--- src/rtl/cdb_pkg.sv ---
// Shared constants for the common data bus arbiter: widths, requester indices
// and the ROB "waiting_for" tag encoding.
package cdb_pkg;

    localparam int N_REQ  = 6;
    localparam int TAG_W  = 4;
    localparam int DATA_W = 32;
    localparam int PTR_W  = $clog2(N_REQ);

    localparam int REQ_ADD1  = 0;
    localparam int REQ_ADD2  = 1;
    localparam int REQ_ADD3  = 2;
    localparam int REQ_MULT1 = 3;
    localparam int REQ_MULT2 = 4;
    localparam int REQ_LS    = 5;

    localparam logic [TAG_W-1:0] TAG_NONE    = 4'd0;
    localparam logic [TAG_W-1:0] TAG_LS_BASE = 4'd1;
    localparam logic [TAG_W-1:0] TAG_ADD1    = 4'd7;
    localparam logic [TAG_W-1:0] TAG_ADD2    = 4'd8;
    localparam logic [TAG_W-1:0] TAG_ADD3    = 4'd9;
    localparam logic [TAG_W-1:0] TAG_MULT1   = 4'd10;
    localparam logic [TAG_W-1:0] TAG_MULT2   = 4'd11;

    // Round-robin successor of a winner index; the last requester wraps to 0.
    function automatic logic [PTR_W-1:0] ptr_after(input logic [PTR_W-1:0] w);
        return (w == PTR_W'(N_REQ - 1)) ? '0 : w + PTR_W'(1);
    endfunction

endpackage

--- src/rtl/rr_arbiter.sv ---
// Combinational round-robin search: the first set request at or after ptr
// (wrapping) wins; outputs a one-hot grant and the encoded winner.
module rr_arbiter #(
    parameter int N     = 6,
    parameter int IDX_W = $clog2(N)
) (
    input  logic [N-1:0]     req,
    input  logic [IDX_W-1:0] ptr,
    output logic [N-1:0]     gnt,
    output logic [IDX_W-1:0] idx
);

    logic             found;
    logic [IDX_W-1:0] cand;

    always_comb begin
        gnt   = '0;
        idx   = '0;
        found = 1'b0;
        cand  = '0;
        for (int k = 0; k < N; k++) begin
            cand = IDX_W'((int'(ptr) + k) % N);
            if (!found && req[cand]) begin
                found     = 1'b1;
                gnt[cand] = 1'b1;
                idx       = cand;
            end
        end
    end

endmodule

--- src/rtl/cdb_arbiter.sv ---
// Common data bus arbiter: grants one pending result per cycle round-robin and
// drives a registered {valid, tag, data} broadcast that is zero when idle.
module cdb_arbiter
    import cdb_pkg::*;
(
    input  logic                      clk,
    input  logic                      rst_n,
    input  logic [N_REQ-1:0]          req_valid,
    input  logic [N_REQ*TAG_W-1:0]    req_tag,
    input  logic [N_REQ*DATA_W-1:0]   req_data,
    output logic [N_REQ-1:0]          req_ready,
    input  logic                      cdb_hold,
    output logic                      cdb_valid,
    output logic [TAG_W-1:0]          cdb_tag,
    output logic [DATA_W-1:0]         cdb_data,
    output logic [2:0]                busy_cnt
);

    // Handshake: a result moves when req_valid[i] & req_ready[i] at a rising
    // edge. req_ready may follow req_valid combinationally, never the reverse.

    logic [PTR_W-1:0]  rr_ptr_q, rr_ptr_d;
    logic [N_REQ-1:0]  gnt;
    logic [PTR_W-1:0]  win_idx;
    logic              xfer;

    logic              cdb_valid_q, cdb_valid_d;
    logic [TAG_W-1:0]  cdb_tag_q, cdb_tag_d;
    logic [DATA_W-1:0] cdb_data_q, cdb_data_d;

    rr_arbiter #(
        .N     (N_REQ),
        .IDX_W (PTR_W)
    ) u_rr (
        .req (req_valid),
        .ptr (rr_ptr_q),
        .gnt (gnt),
        .idx (win_idx)
    );

    assign req_ready = (rst_n && !cdb_hold) ? gnt : '0;
    assign xfer      = |(req_valid & req_ready);
    assign busy_cnt  = 3'($countones(req_valid));

    // Idle cycles broadcast all zeros because consumers OR-match on the tag.
    always_comb begin
        rr_ptr_d    = rr_ptr_q;
        cdb_valid_d = 1'b0;
        cdb_tag_d   = TAG_NONE;
        cdb_data_d  = '0;
        if (xfer) begin
            rr_ptr_d    = ptr_after(win_idx);
            cdb_valid_d = 1'b1;
            cdb_tag_d   = req_tag[int'(win_idx)*TAG_W +: TAG_W];
            cdb_data_d  = req_data[int'(win_idx)*DATA_W +: DATA_W];
        end
    end

    always_ff @(posedge clk) begin
        if (!rst_n) begin
            rr_ptr_q    <= '0;
            cdb_valid_q <= 1'b0;
            cdb_tag_q   <= TAG_NONE;
            cdb_data_q  <= '0;
        end else begin
            rr_ptr_q    <= rr_ptr_d;
            cdb_valid_q <= cdb_valid_d;
            cdb_tag_q   <= cdb_tag_d;
            cdb_data_q  <= cdb_data_d;
        end
    end

    assign cdb_valid = cdb_valid_q;
    assign cdb_tag   = cdb_tag_q;
    assign cdb_data  = cdb_data_q;

endmodule

--- config.mk ---
export PLATFORM = sky130hd
export DESIGN_NAME = cdb_arbiter
export DESIGN_NICKNAME = d
export VERILOG_FILES = /design/src/rtl/cdb_pkg.sv /design/src/rtl/rr_arbiter.sv /design/src/rtl/cdb_arbiter.sv
export SDC_FILE = /design/constraint.sdc
export NUM_CORES = 1
export LEC_CHECK = 0
export CAP_MARGIN = 20
export CORE_MARGIN = 2
export CORE_UTILIZATION = 25
export DETAILED_ROUTE_END_ITERATION = 6
export SYNTH_ARGS = -nofsm -noshare
export SYNTH_HDL_FRONTEND = slang
export SYNTH_SLANG_ARGS = --single-unit
--- constraint.sdc ---
create_clock -name clk -period 8.3 [get_ports clk]
set_input_delay 1.66 -clock clk [delete_from_list [all_inputs] [get_ports clk]]
set_output_delay 1.66 -clock clk [all_outputs]
set_load 0.01 [all_outputs]
==> Word-level counts from Yosys, hierarchy flattened <==
Index checks and enable logic that the tools add are counted.
Widths: inputs -> output; s select.
{ "op_classes": {"n_lt_le_gt_ge": 12, "bitwise_logic": 6, "n_reduce_logical": 20, "multipliers": 0, "shift": 2, "addsub": 11, "mux": 44, "n_eq_ne": 1, "n_div": 6} }
{ "ops": {"columns": ["op", "count"], "rows": [
  ["$shiftx 192x9->32", 1],
  ["$mod 32x4->32 const B", 5],
  ["$mux 6", 7],
  ["$mod 4x4->32 const B", 1],
  ["$or 6x6->6", 5],
  ["$lt 3x4->1 const B", 6],
  ["$shiftx 24x6->4", 1],
  ["$mux 3", 7],
  ["$bmux 1 s3", 6],
  ["$demux 1 s3", 6],
  ["$ge 3x1->1 const B", 6],
  ["$mux 1", 18],
  ["$logic_and 1x1->1", 12],
  ["$add 3x2->4 const B", 2],
  ["$add 3x3->4 const B", 2],
  ["$add 1x1->2", 3],
  ["$and 6x6->6", 1],
  ["$logic_not 1->1", 6],
  ["$reduce_or 6->1", 1],
  ["$add 3x1->4 const B", 1],
  ["$add 2x2->3", 1],
  ["$add 3x1->3 const B", 1],
  ["$add 3x2->3", 1],
  ["$eq 3x3->1 const B", 1],
  ["$reduce_and 2->1", 1]
]} }
{ "totals": {"romBits": 0, "ram_bits": 0, "latch_bits": 0, "memories": 0, "regBits": 40, "input_bits": 225, "out_inout_bits": 46, "elab_cells": 106} }

==> Depth between registers and ports, before layout <==
{ "logic_depth": {"word_depth": 23, "mapped_depth": 18, "ltp_nobuf": 15} }

==> Cells and area by module <==
Synthesis repeated with hierarchy kept, for this count alone.
{ "hier_totals": {"hier_cells": 413, "hier_area_um2": 4073.9} }
{ "modules_own_cells": {"columns": ["mod", "seq_area_each_um2", "area_per_inst_um2", "cells_per_inst", "n_inst"], "rows": [
  ["cdb_arbiter", 800.8, 2862.7, 246, 1],
  ["rr_arbiter", 0.0, 1211.2, 167, 1]
]} }

==> Worst setup path before layout <==
Ideal clock, no wire load.
{ "synth_timing": {"path_kind": "in2out", "startpoint": "input req_valid[0]", "endpoint": "output req_ready[2]", "t_arrival_ns": 3.561, "required_ns": 6.640, "n_path_buf": 0, "cell_stages": 7, "path_slack_ns": 3.079, "cell_sequence": "mux2i_1 a2111oi_1 or3_1 nor2_1 or4_4 a311o_1 nor2_1"} }
{ "synth_between": {"elab_chain_cells": 19} }
{ "synth_lines": {"columns": ["item", "line", "source"], "rows": [
  ["start, declared", "cdb_arbiter.sv:8", "input logic [N_REQ-1:0] req_valid,"],
  ["$bmux 1 s3", "rr_arbiter.sv:23", "if (!found && req[cand]) begin"],
  ["$mux 1 (implied by the code)", "rr_arbiter.sv:23", null],
  ["$mux 1", "rr_arbiter.sv:23", null],
  ["$logic_not 1->1", "rr_arbiter.sv:23", null],
  ["$logic_and 1x1->1", "rr_arbiter.sv:23", null],
  ["$mux 1", "rr_arbiter.sv:23", null],
  ["$logic_not 1->1", "rr_arbiter.sv:23", null],
  ["$logic_and 1x1->1", "rr_arbiter.sv:23", null],
  ["[... 3 more ...]", null, null],
  ["$mux 1", "rr_arbiter.sv:23", null],
  ["$logic_not 1->1", "rr_arbiter.sv:23", null],
  ["$logic_and 1x1->1", "rr_arbiter.sv:23", null],
  ["$mux 1", "rr_arbiter.sv:23", null],
  ["$logic_not 1->1", "rr_arbiter.sv:23", null],
  ["$logic_and 1x1->1", "rr_arbiter.sv:23", null],
  ["$mux 6 (*)", "rr_arbiter.sv:23", null],
  ["$mux 6 (*)", "cdb_arbiter.sv:41", "assign req_ready = (rst_n && !cdb_hold) ? gnt : '0;"],
  ["end, declared", "cdb_arbiter.sv:11", "output logic [N_REQ-1:0] req_ready,"]
]} }
Every way passes the cells marked *; elsewhere a longest branch is shown, timed or not. The select of a mux whose other input is x is not followed.

==> Worst setup path after layout <==
{ "layout_timing": {"startpoint": "register rr_ptr_q[2]", "endpoint": "output req_ready[3]"} }
{ "layout_between": {"elab_chain_cells": 20} }
{ "layout_lines": {"columns": ["item", "line", "source"], "rows": [
  ["start, declared", "cdb_arbiter.sv:22", "logic [PTR_W-1:0] rr_ptr_q, rr_ptr_d;"],
  ["start signal, assigned", "cdb_arbiter.sv:66", "rr_ptr_q <= rr_ptr_d;"],
  ["branches (longest 18 deep; another with $mod 32x4->32)", null, null],
  ["$mux 6 (*)", "rr_arbiter.sv:23", null],
  ["$mux 6 (*)", "cdb_arbiter.sv:41", null]
]} }
Every way passes the cells marked *. The select of a mux whose other input is x is not followed.

==> flow_summary_export.csv <==
group,metric,value,unit
status,status,"completed",
die,die_w,136,microns
power_and_ir_drop,power_density,385,mW/mm^2
layout,diodes,0,
sta,slew-limit-headroom,47.0,%
synth,netlist.area_leader.share,18.2,%
sta,finalSetupViolations,0,
layout,fill_cells,1699,
layout,syn2layout_area_growth,68.3,%
sta,min_period_over_period,81.6,%
clock_network,path_clk_slew,0.07,ns
grt,overflow,0,
layout,finalNetCount,994,
sta,max_freq,148,MHz
grt,grt_max_degree,54,
sta,fin_skew,0.00399,ns
synth,synth-edff-count,0,
placement,place_congestion,0.874,
routing,ant_nets,0,
sta,worst_slew_pin_slew,0.796,ns
power_and_ir_drop,p_total,0.00284,W
clock_network,root_buffer,"clkbuf_16",
routing,dr.pass1.iters,5,
synth,synthFlopType,"dfxtp_1",
routing,dr.first_iter.drc_count,360,
min_path,min_path_type,"reg -> reg",
sta,hold_viol,0,
synth,ys_async_sr_fraction,0,%
clock_network,post_cts_resized,0,
routing,vias,5463,
die,fp.dieH,136,microns
grt,grt_pass1_vias,5277,
clock_network,ctsHoldBuffers,0,
synth,synth.avg_cell_area,8.41,sq um
layout,drive_gt1_share,7.80,%
grt,busiest_layer,"met2",
clock_network,post-cts-setup-buffers,0,
clock_network,clock_path_buffers,2,
placement,place_hpwl,15700,microns
clock_network,cts_tree,"done",
sta,grt_setup_unrepaired,"no",
synth,netlist.top_cell.by_area,"dfxtp_1",
die,ioPinCount,271,
critical_path,cp.required,6.64,ns
synth,synth_warnings,0,
layout,layout_commonest_cell,"clkdlybuf4s50_1",
grt,gr-usage-all-layers,21.3,%
routing,finalWirelength,21000,microns
synth,synth.area.top_cells,"dfxtp_1, a221oi_1, mux2i_1",
synth,syn_inst,522,
synth,syn-num-nets,761,
grt,grt_pass1_wl,30200,microns
synth,ys_types,72,
critical_path,crit_path_end_kind,"primary output",
die,start_util,25.5,%
synth,synth_seq_cells,40,
clock_network,cts.htree.levels,2,
die,coreArea,0.0172,sq mm
routing,drc,0,
synth,ys_seq_area_share,18.2,%
clock_network,clkLatencyLatePin,0.30,ns
grt,met3_usage,3.95,%
critical_path,start_kind,"flip-flop",
routing,routedWlPerCell,21.5,microns
critical_path,cp.arrival,5.11,ns
die,die_area,0.0186,sq mm
critical_path,critPathKind,"reg -> out",
grt,grt_util_met1,27.9,%
grt,antenna_found_initial,0,
synth,synth_area,0.00439,sq mm
layout,final_cell_mix,"clkdlybuf4s50_1, a221oi_1, mux2i_1, dfxtp_1, and3_1",
sta,final_max_slew_viol_count,0,
die,core.rowCount,48,
power_and_ir_drop,p_leak,2.83,nW
placement,numPortBuffers,270,
sta,fin_setup_tns,0,ns
job,cap_violations,0,
clock_network,numClockSinks,40,
clock_network,cts_buffers,5,
routing,vias_per_cell,5.57,
sta,min_period,6.77,ns
critical_path,worstPathMaxFanout,13,
grt,use_met2,36.1,%
power_and_ir_drop,peakVddDrop,0.000209,V
[through the flow]
step | worst slack, ns | instance area (sq um) | util [%] | cells | hold WS (ns)
after floorplan | 3.08 | 4390 | - | 522 | 0.518
after global placement | 1.75 | 7210 | 41.8 | 973 | 0.629
after detailed placement | 1.68 | 7210 | 41.8 | 973 | 0.630
after CTS | 1.60 | 7390 | 42.8 | 981 | 0.640
after global routing | 1.22 | 7390 | 42.8 | 981 | 0.681
final | 1.53 | 7390 | 42.8 | 981 | 0.654
[flip-flops by register name (all words and copies together) (netlist names)]
register   flops
cdb_data      32
cdb_valid      1
cdb_tag        4
rr_ptr_q       3
[cell usage after synthesis (5+ instances only)]
master    number
a21boi_0      37
a21oi_1        8
a221oi_1      63
a221oi_2      10
a31o_2         5
and3_1        39
buf_2          9
clkbuf_1      32
dfxtp_1       40
ha_1          11
inv_1         14
mux2_2         6
mux2i_1       41
nand2_1       21
nand3_1        6
nor2_1        12
nor3_1        13
o21ai_0       29
o21ai_1       16
or3_1          7
[layer usage]
| layer | share of wire (%) | wire length [microns] | vias up |
|---|---|---|---|
| li1 | - | - | 2574 |
| met1 | 42 | 8940 | 2628 |
| met2 | 50 | 10500 | 245 |
| met3 | 6.2 | 1300 | 16 |
| met4 | 1.4 | 294 | 0 |
| met5 | 0 | 0 | - |
[layout make-up]
cell class | instances | area, sq um | area share [%]
tap | 225 | 282 | 3.81
clock buffer | 6 | 139 | 1.88
timing repair buffer | 279 | 2770 | 37.5
multi-input combinational | 412 | 3290 | 44.6
clock inverter | 2 | 38.8 | 0.525
sequential | 40 | 801 | 10.8
inverter | 17 | 63.8 | 0.864
[kinds of logic after synthesis]
family          count (synthesis)  synth area share, %
compound gates                215                 39.2
flops                          40                 18.2
simple gates                  129                 16.8
mux                            50                 12.4
buf+inv                        70                 7.36
fa+ha+maj                      14                 4.51
xor+xnor                        4                 1.40
[final timing paths]
kind / start / end / slack [ns] / cells past startpoint
worst max-delay path: rr_ptr_q[2] / req_ready[3] / 1.53 / 12
worst min-delay path: rr_ptr_q[1] / rr_ptr_q[1] / 0.65 / 2
worst max register to register: rr_ptr_q[2] / cdb_data[16] / 2.35 / 14
worst min register to register: rr_ptr_q[1] / rr_ptr_q[1] / 0.65 / 2
[report_power, final]
part | switching (W) | internal, W | leakage (nW)
clock | 0.0000963 | 0.000151 | 0.0871
combinational | 0.00140 | 0.000933 | 2.41
sequential | 0.0000255 | 0.000236 | 0.327
[critical path, cell delays in order, from the launching register on]
cell and delay [ns]:
dfxtp_1 0.79, ha_1 0.65, a21oi_2 0.22, inv_1 0.19, ha_1 0.26, nor2b_1 0.17
nand3_1 0.13, a311oi_1 0.62, nor3_2 0.22, or4_1 0.62, o211a_1 0.21, nor2_1 0.15
clkdlybuf4s50_1 0.58
Note: power is estimated with default switching activity, not from simulation.
